<file path="config.mk">
export PLATFORM = sky130hd
export DESIGN_NAME = mine_sweep_ctrl
export DESIGN_NICKNAME = d
export VERILOG_FILES = /design/src/rtl/mine_ctrl_pkg.sv /design/src/rtl/nonce_result_writer.sv /design/src/rtl/mine_sweep_ctrl.sv
export SDC_FILE = /design/constraint.sdc
export NUM_CORES = 1
export LEC_CHECK = 0
export CAP_MARGIN = 15
export CORE_UTILIZATION = 30
export CTS_CLUSTER_SIZE = 40
export DETAILED_ROUTE_END_ITERATION = 6
export GPL_TIMING_DRIVEN = 0
export PLACE_DENSITY = 0.67
export SYNTH_ARGS = -nofsm -noshare
export SYNTH_HDL_FRONTEND = slang
export SYNTH_SLANG_ARGS = --single-unit
</file>
<file path="constraint.sdc">
create_clock -name clk -period 2.42 [get_ports clk]
set_input_delay 0.242 -clock clk [delete_from_list [all_inputs] [get_ports clk]]
set_output_delay 0.242 -clock clk [all_outputs]
set_load 0.05 [all_outputs]
</file>
<file path="src/rtl/mine_ctrl_pkg.sv">
// Shared types and helpers for the mining sweep sequencer.
// The last-issue test is done in 33 bits so the base never wraps.
package mine_ctrl_pkg;

  localparam int NONCE_W = 32;

  typedef enum logic [1:0] {
    IDLE,
    LOAD,
    SWEEP,
    DRAIN
  } sweep_state_t;

  function automatic logic last_issue(
    input logic [NONCE_W-1:0] base,
    input logic [NONCE_W-1:0] cores,
    input logic [NONCE_W-1:0] limit
  );
    logic [NONCE_W:0] top;
    top = {1'b0, base} + {1'b0, cores} - 33'd1;
    return top >= {1'b0, limit};
  endfunction

endpackage

</file>
<file path="src/rtl/nonce_result_writer.sv">
// Records decoder hits: job hit flag, buffer write register
// and a sticky overflow bit for hits dropped on a full buffer.
module nonce_result_writer
  import mine_ctrl_pkg::*;
(
  input  logic               clk,
  input  logic               rst,
  input  logic               clr,
  input  logic               accept,
  input  logic               result_valid,
  input  logic               result_success,
  input  logic [NONCE_W-1:0] result_nonce,
  input  logic               buf_full,
  output logic               buf_wr,
  output logic [NONCE_W-1:0] buf_nonce,
  output logic               buf_overflow,
  output logic               hit
);

  logic take;

  assign take = accept & result_valid & result_success;

  always_ff @(posedge clk) begin
    if (rst) begin
      buf_wr       <= 1'b0;
      buf_nonce    <= '0;
      buf_overflow <= 1'b0;
      hit          <= 1'b0;
    end else if (clr) begin
      buf_wr       <= 1'b0;
      buf_overflow <= 1'b0;
      hit          <= 1'b0;
    end else begin
      buf_wr <= 1'b0;
      if (take) begin
        hit <= 1'b1;
        if (buf_full) begin
          buf_overflow <= 1'b1;
        end else begin
          buf_wr    <= 1'b1;
          buf_nonce <= result_nonce;
        end
      end
    end
  end

endmodule

</file>
<file path="src/rtl/mine_sweep_ctrl.sv">
// Mining sweep sequencer: load block, broadcast, issue nonce
// bases to the lattice, then drain in-flight results.
module mine_sweep_ctrl
  import mine_ctrl_pkg::*;
#(
  parameter int unsigned  NUM_CORES    = 10,
  parameter int unsigned  PIPE_LATENCY = 64,
  parameter logic [31:0]  NONCE_LIMIT  = 32'hFFFF_FFFF
) (
  input  logic        clk,
  input  logic        rst,
  input  logic        blk_ready_i,
  output logic        blk_ack_o,
  output logic        bcast_start_o,
  input  logic        bcast_done_i,
  output logic        issue_valid_o,
  output logic [31:0] issue_base_o,
  input  logic        result_valid_i,
  input  logic        result_success_i,
  input  logic [31:0] result_nonce_i,
  output logic        buf_wr_o,
  output logic [31:0] buf_nonce_o,
  input  logic        buf_full_i,
  output logic        buf_overflow_o,
  output logic        busy_o,
  output logic        done_o,
  output logic        hit_o
);

  sweep_state_t       state;
  logic [NONCE_W-1:0] base;
  logic [9:0]         drain_cnt;
  logic               take;
  logic               hit_now;
  logic               last;
  logic               drain_end;
  logic               hit_flag;

  assign take      = (state == IDLE) && blk_ready_i;
  assign hit_now   = result_valid_i & result_success_i;
  assign last      = last_issue(base, 32'(NUM_CORES), NONCE_LIMIT);
  assign drain_end = (state == DRAIN) && (drain_cnt == 10'd0);

  always_ff @(posedge clk) begin
    if (rst) begin
      state     <= IDLE;
      base      <= '0;
      drain_cnt <= '0;
    end else begin
      unique case (state)
        IDLE: begin
          if (take) state <= LOAD;
        end
        LOAD: begin
          if (bcast_done_i) begin
            state <= SWEEP;
            base  <= '0;
          end
        end
        SWEEP: begin
          // a hit ends the sweep just like the final base does
          if (last || hit_now) begin
            state     <= DRAIN;
            drain_cnt <= 10'(PIPE_LATENCY);
          end else begin
            base <= base + 32'(NUM_CORES);
          end
        end
        DRAIN: begin
          if (drain_cnt == 10'd0) state <= IDLE;
          else drain_cnt <= drain_cnt - 10'd1;
        end
        default: state <= IDLE;
      endcase
    end
  end

  assign blk_ack_o     = take;
  assign bcast_start_o = take;
  assign issue_valid_o = (state == SWEEP);
  assign issue_base_o  = base;
  assign busy_o        = (state != IDLE);
  assign done_o        = drain_end;
  assign hit_o         = drain_end & hit_flag;

  nonce_result_writer u_writer (
    .clk            (clk),
    .rst            (rst),
    .clr            (take),
    .accept         (state != IDLE),
    .result_valid   (result_valid_i),
    .result_success (result_success_i),
    .result_nonce   (result_nonce_i),
    .buf_full       (buf_full_i),
    .buf_wr         (buf_wr_o),
    .buf_nonce      (buf_nonce_o),
    .buf_overflow   (buf_overflow_o),
    .hit            (hit_flag)
  );

endmodule

</file>
==> flow_summary.yaml, run 1 <==
sta:
  fmax_mhz: 355.1
  finalWorstSetupSlack_ns: -0.3963
  hold-worst-slack_ns: 0.4403
  setup_violations: 40
  slew_viol_final: 0
  period_needed_ns: 2.816
  tns_ns: -8.848
  grt_setup_unrepaired: "yes"
  period_share: 1.164
  relSlewSlack: 0.4957
  hold_violations: 0
  clock_skew_ns: 0.01239
  worst_pin_slew_ns: 0.7565
synth:
  async_reset_ff_frac: 0
  synth_edf_count: 0
  syn_area_per_cell_um2: 7.467
  postSynthNetCount: 610
  synth_area_um2: 4219
  ys.warnings.count: 0
  synth.distinct_cells: 60
  ys_ff_latch: 78
  seq_area_frac_synth: 0.3701
  synth_cells: 565
  synth-main-ff-cell: "dfxtp_1"
clock_tree:
  clockBufferDepth: 2
  clock_sinks: 78
  cts-root-buf: "clkbuf_16"
  cts_hold_buf: 0
  cts_tree: "yes"
  path_clk_slew_ns: 0.07
  insertion_delay_ns: 0.35
  h-tree-depth: 3
  cts_buffers: 9
power:
  p_leak_nw: 2.452
  p_clk_frac: 0.297
  powerDensity_nw_per_um2: 639.5
  p_comb_frac: 0.388
  swShare: 0.4016
  ir_drop_v: 0.0004708
  switchingPower_mw: 1.770
  p_int_mw: 2.637
  p_seq_frac: 0.315
drt:
  vias: 5252
  wl_um: 16970
  drc: 0
  final_antenna_net_count: 0
  drt_iter0_markers: 425
  dr.pass1.iters: 6
  drt-vias-per-instance: 5.709
  wire_per_inst_um: 18.44
layout:
  area_growth_pct: 63.32
  final_nets: 784
  diodes: 0
  fin_util: 0.5122
  drive_gt1_frac: 0.2675
  final_cells: 920
outcome:
  violations: "setup timing"
  status: "finished, violations left"
critical_path:
  crit_chain: "nand2_1, nor4b_2, nand4_1, nor3_2, o2111ai_1, or4_4, bufbuf_16, and2_4, a32o_1, a31o_1"
  crit_fanout: 5
  crit_family: "simple AND/OR/NAND/NOR gates"
  crit_type: "reg2reg"
  start_kind: "flip-flop"
  slowest_delay_ns: 0.50
  worstPathArrival_ns: 3.05
  path_buf_inv: 1
  critPathCaptureType: "flip-flop"
  slowest_stage: "or4_4"
  worst_ep_required_time_ns: 2.66
die:
  rows: 42
  initial_core_util: 0.3136
  dieHeight_um: 120.6
  io_pins: 111
  die-area_um2: 14540
  dieWidth_um: 120.6
  core-area_um2: 13450
hold_path:
  worstHoldPathType: "in2reg"
grt:
  gr-usage-all-layers: 0.2308
  antenna_found_initial: 0
  overflow: 0
  grt_max_degree: 15
  grt_pass1_wl_um: 26240
  grt_pass1_vias: 5168
placement:
  dp_cells: 850
  hpwl_um: 11080
  routabilityCongestion: 0.9516
  port-buffer-count: 109
job:
  drv_cap: 0
-- worst min-delay path: stages --
cell	delay (ns)
clkdlybuf4s50_1	0.39
nand2_1	0.05
a21oi_1	0.05
-- final timing paths --
| path | to | start | depth (start not counted) | slack [ns] |
|---|---|---|---|---|
| setup / recovery | issue_base_o[1] | issue_base_o[27] | 10 | -0.40 |
| hold / removal | u_writer.buf_nonce[19] | result_nonce_i[19] | 3 | 0.44 |
| setup reg to reg | issue_base_o[1] | issue_base_o[27] | 10 | -0.40 |
| hold reg to reg | drain_cnt[0] | drain_cnt[0] | 1 | 0.45 |
-- kinds of logic after synthesis --
logic type | synth area share
AOI/OAI and AO/OA | 0.2215
xor gates and xnor gates | 0.006229
adders and majority gates | 0.01779
buffers and inverters | 0.05130
DFF | 0.3701
muxes | 0.004745
other | 0.0008888
and+or+nand+nor | 0.3274
-- final cells by class --
type                    count  area, µm²
well taps                 176      220.2
clock inverters             6      43.79
clock buffers              10      239.0
multi-input cells         437       2856
inverters                  12      45.04
fillers                  1248       6563
plain buffers              32      182.7
flip-flops and latches     78       1673
repair buffers            169       1630
-- state kept, by name, indices dropped and copies added (netlist names) --
name and cells:
drain_cnt 10, u_writer.buf_nonce 32, u_writer.buf_wr 1, u_writer.hit 1, u_writer.buf_overflow 1, issue_base_o 31, state 2
-- per-stage QoR --
stage	instance area, µm²	setup WS (ns)	total power [mW]
after floorplan	4418	-0.1466	2.426
after global placement	5729	-0.6458	2.873
after detailed placement	5729	-0.6309	2.901
after CTS	6625	-0.2916	4.282
after global routing	6890	-0.4309	4.613
final	6890	-0.3963	4.406
-- Yosys cell counts (13+ instances only) --
cell / number / area [µm²]
nand2_1: 105 / 394.1
nand4_1: 18 / 112.6
dfxtp_1: 78 / 1562
a31oi_1: 21 / 131.4
nor3_1: 14 / 70.07
clkbuf_1: 23 / 86.33
or3_1: 14 / 87.58
nand3_1: 26 / 130.1
or4_1: 13 / 97.59
a21oi_1: 56 / 280.3
o21ai_0: 28 / 140.1
nor2_1: 36 / 135.1
-- cells in the final DEF (no fill, tap or decap), types with 4 or more instances in the layout --
cell and n:
or4_1 5, a31oi_1 20, o21ai_0 6, and2_1 5, dfxtp_1 47, clkdlybuf4s50_1 105
nor3_1 11, buf_6 7, a21oi_2 8, nand2_2 4, o21ai_1 20, clkbuf_16 9
inv_1 10, buf_4 54, nand3_1 24, nor2_1 32, and4_4 8, or3_1 14
and3_1 5, clkbuf_1 21, and2_4 5, nand4_1 18, nand2_4 4, a21oi_1 49
ha_1 4, o31ai_1 7, or4_4 9, dfxtp_4 29, nand2_1 97, o211ai_1 6
or2_2 4
-- power groups by stage --
stage	Combinational (mW)	Clock, mW	Sequential, mW
3_5_place_dp	1.48	0	1.42
4_1_cts	1.57	1.33	1.38
5_1_grt	1.83	1.39	1.39
6_report	1.71	1.31	1.39
3_3_place_gp	1.46	0	1.41
2_1_floorplan	0.890	0	1.54
-- per-layer routing --
layer | global-route usage | vias to the layer above | routed length [µm]
li1 | - | 2422 | -
met4 | 0.1142 | 0 | 536
met2 | 0.3750 | 309 | 8012
met5 | 0 | - | 0
met3 | 0.07406 | 54 | 1731
met1 | 0.2731 | 2467 | 6688
-- repair_timing --
item                                    CTS  global route
cloned                                    2             0
setup buffers                            49             9
pin swaps                                31            21
endpoints found under the setup margin   47            45
resized for setup                        86            47
No activity file was read; power rests on OpenSTA's default activity.
==> run 2: changes to the inputs <==
--- a/config.mk
+++ b/config.mk
@@ -10,7 +10,7 @@
 export CTS_CLUSTER_SIZE = 40
 export DETAILED_ROUTE_END_ITERATION = 6
 export GPL_TIMING_DRIVEN = 0
-export PLACE_DENSITY = 0.67
+export PLACE_DENSITY = 0.64
 export SYNTH_ARGS = -nofsm -noshare
 export SYNTH_HDL_FRONTEND = slang
 export SYNTH_SLANG_ARGS = --single-unit
==> flow_summary.yaml, run 2 (synthesis gave the netlist of run 1 again) <==
drt:
  dr.pass1.iters: 5
  wire_per_inst_um: 18.03
  drt-vias-per-instance: 5.552
  final_antenna_net_count: 0
  drt_iter0_markers: 391
  wl_um: 16670
  vias: 5136
  drc: 0
critical_path:
  slowest_stage: "or4_4"
  crit_chain: "nand2_4, nor4_4, nand4_1, xnor2_2, o2111ai_2, or4_4, buf_8, buf_12, a31oi_4, o21ai_2, a21oi_2"
  worst_ep_required_time_ns: 2.67
  crit_fanout: 7
  crit_type: "reg2reg"
  critPathCaptureType: "flip-flop"
  worstPathArrival_ns: 3.03
  r2r_cells: 11
  start_kind: "flip-flop"
  slowest_delay_ns: 0.55
power:
  powerDensity_nw_per_um2: 670.3
  ir_drop_v: 0.0006251
  total_power_mw: 4.633
  p_leak_nw: 2.456
layout:
  mostFrequentLayoutCells: "clkdlybuf4s50_1 (105), nand2_1 (95), buf_4 (60), a21oi_1 (48), dfxtp_1 (47)"
  top_register: "u_writer.buf_nonce"
  drive_gt1_frac: 0.2710
  final_common_cell: "clkdlybuf4s50_1"
  largest_reg_flops: 32
  area_growth_pct: 63.82
  final_nets: 789
  diodes: 0
sta:
  setup_violations: 43
  clock_skew_ns: 0.006662
  worst_pin_slew_ns: 0.8833
  fmax_mhz: 359.9
  finalWorstSetupSlack_ns: -0.3586
  slew_viol_final: 0
  relSlewSlack: 0.4111
  hold_violations: 0
  grt_setup_unrepaired: "yes"
  period_needed_ns: 2.779
  period_share: 1.148
clock_tree:
  h-tree-depth: 3
  path_clk_slew_ns: 0.06
  cts_buffers: 9
  clockBufferDepth: 2
  insertion_delay_ns: 0.35
  cts_tree: "yes"
  clock_sinks: 78
  cts_hold_buf: 0
  cts-root-buf: "clkbuf_16"
hold_path:
  worstHoldPathType: "in2reg"
  holdPathStages: 3
grt:
  grt_max_degree: 15
  grt_pass1_vias: 4736
  antenna_found_initial: 0
  gr-usage-all-layers: 0.2169
  grt_pass1_wl_um: 24550
  overflow: 0
placement:
  hpwl_um: 11210
  pre_cts_slack_ns: -0.6678
  port-buffer-count: 109
  routabilityCongestion: 0.9300
die:
  die-area_um2: 14540
  initial_core_util: 0.3136
  rows: 42
  dieWidth_um: 120.6
  dieHeight_um: 120.6
  core-area_um2: 13450
  io_pins: 111
outcome:
  violations: "setup timing"
  status: "finished, violations left"
job:
  drv_cap: 0
run 2: through the flow:
step / util / setup TNS (ns) / area, µm² / hold slack, ns / std cells
finish: 0.5138 / -10.49 / 6912 / 0.4399 / 925
detailed placement: 0.4259 / -16.74 / 5729 / 0.4462 / 850
global route: 0.5138 / -14.44 / 6912 / 0.4450 / 925
floorplan: - / -1.782 / 4418 / 0.3780 / 565
CTS: 0.4869 / -9.195 / 6550 / 0.4337 / 902
global placement: 0.4259 / -18.54 / 5729 / 0.4417 / 850
run 2: path summary, 6_finish.rpt:
kind	start	endpoint	slack [ns]
max reg2reg	issue_base_o[30]	issue_base_o[11]	-0.36
min	result_nonce_i[14]	u_writer.buf_nonce[14]	0.44
min reg2reg	drain_cnt[0]	drain_cnt[0]	0.45
max	issue_base_o[30]	issue_base_o[11]	-0.36
run 2: cell type report:
class	instances	area (µm²)
inverter	12	45.04
sequential	78	1670
clock inverter	5	63.81
timing repair buffer	173	1623
clock buffer	11	254.0
buffer	33	178.9
multi-input combinational	437	2856
tap	176	220.2
fill	1303	6541
run 2: critical path: cells and delay by family, from the launching register on:
kind / cells / cell delay (ns)
AOI/OAI and AO/OA: 4 / 0.58
and+or+nand+nor: 4 / 1.13
DFF: 1 / 0.39
xor gates and xnor gates: 1 / 0.25
buffers and inverters: 2 / 0.32
run 2: routing by layer:
metal	routed length [µm]	vias to the layer above	track usage	share of wire
li1	-	2422	-	-
met1	6599	2416	0.2605	0.40
met2	8010	265	0.3610	0.48
met3	1729	33	0.07925	0.10
met4	334	0	0.06250	0.020
met5	0	-	0	0
run 2: repair_timing:
action / CTS / global route
setup buffers: 41 / 22
gates resized for setup: 82 / 47
cloned: 0 / 1
setup endpoints to repair: 46 / 46
pin swaps: 32 / 33
run 2: report_power, final:
part / total, mW / internal (mW) / switching [mW]
registers: 1.39 / 1.33 / 0.0605
logic: 1.80 / 0.656 / 1.14
clock network: 1.45 / 0.871 / 0.580
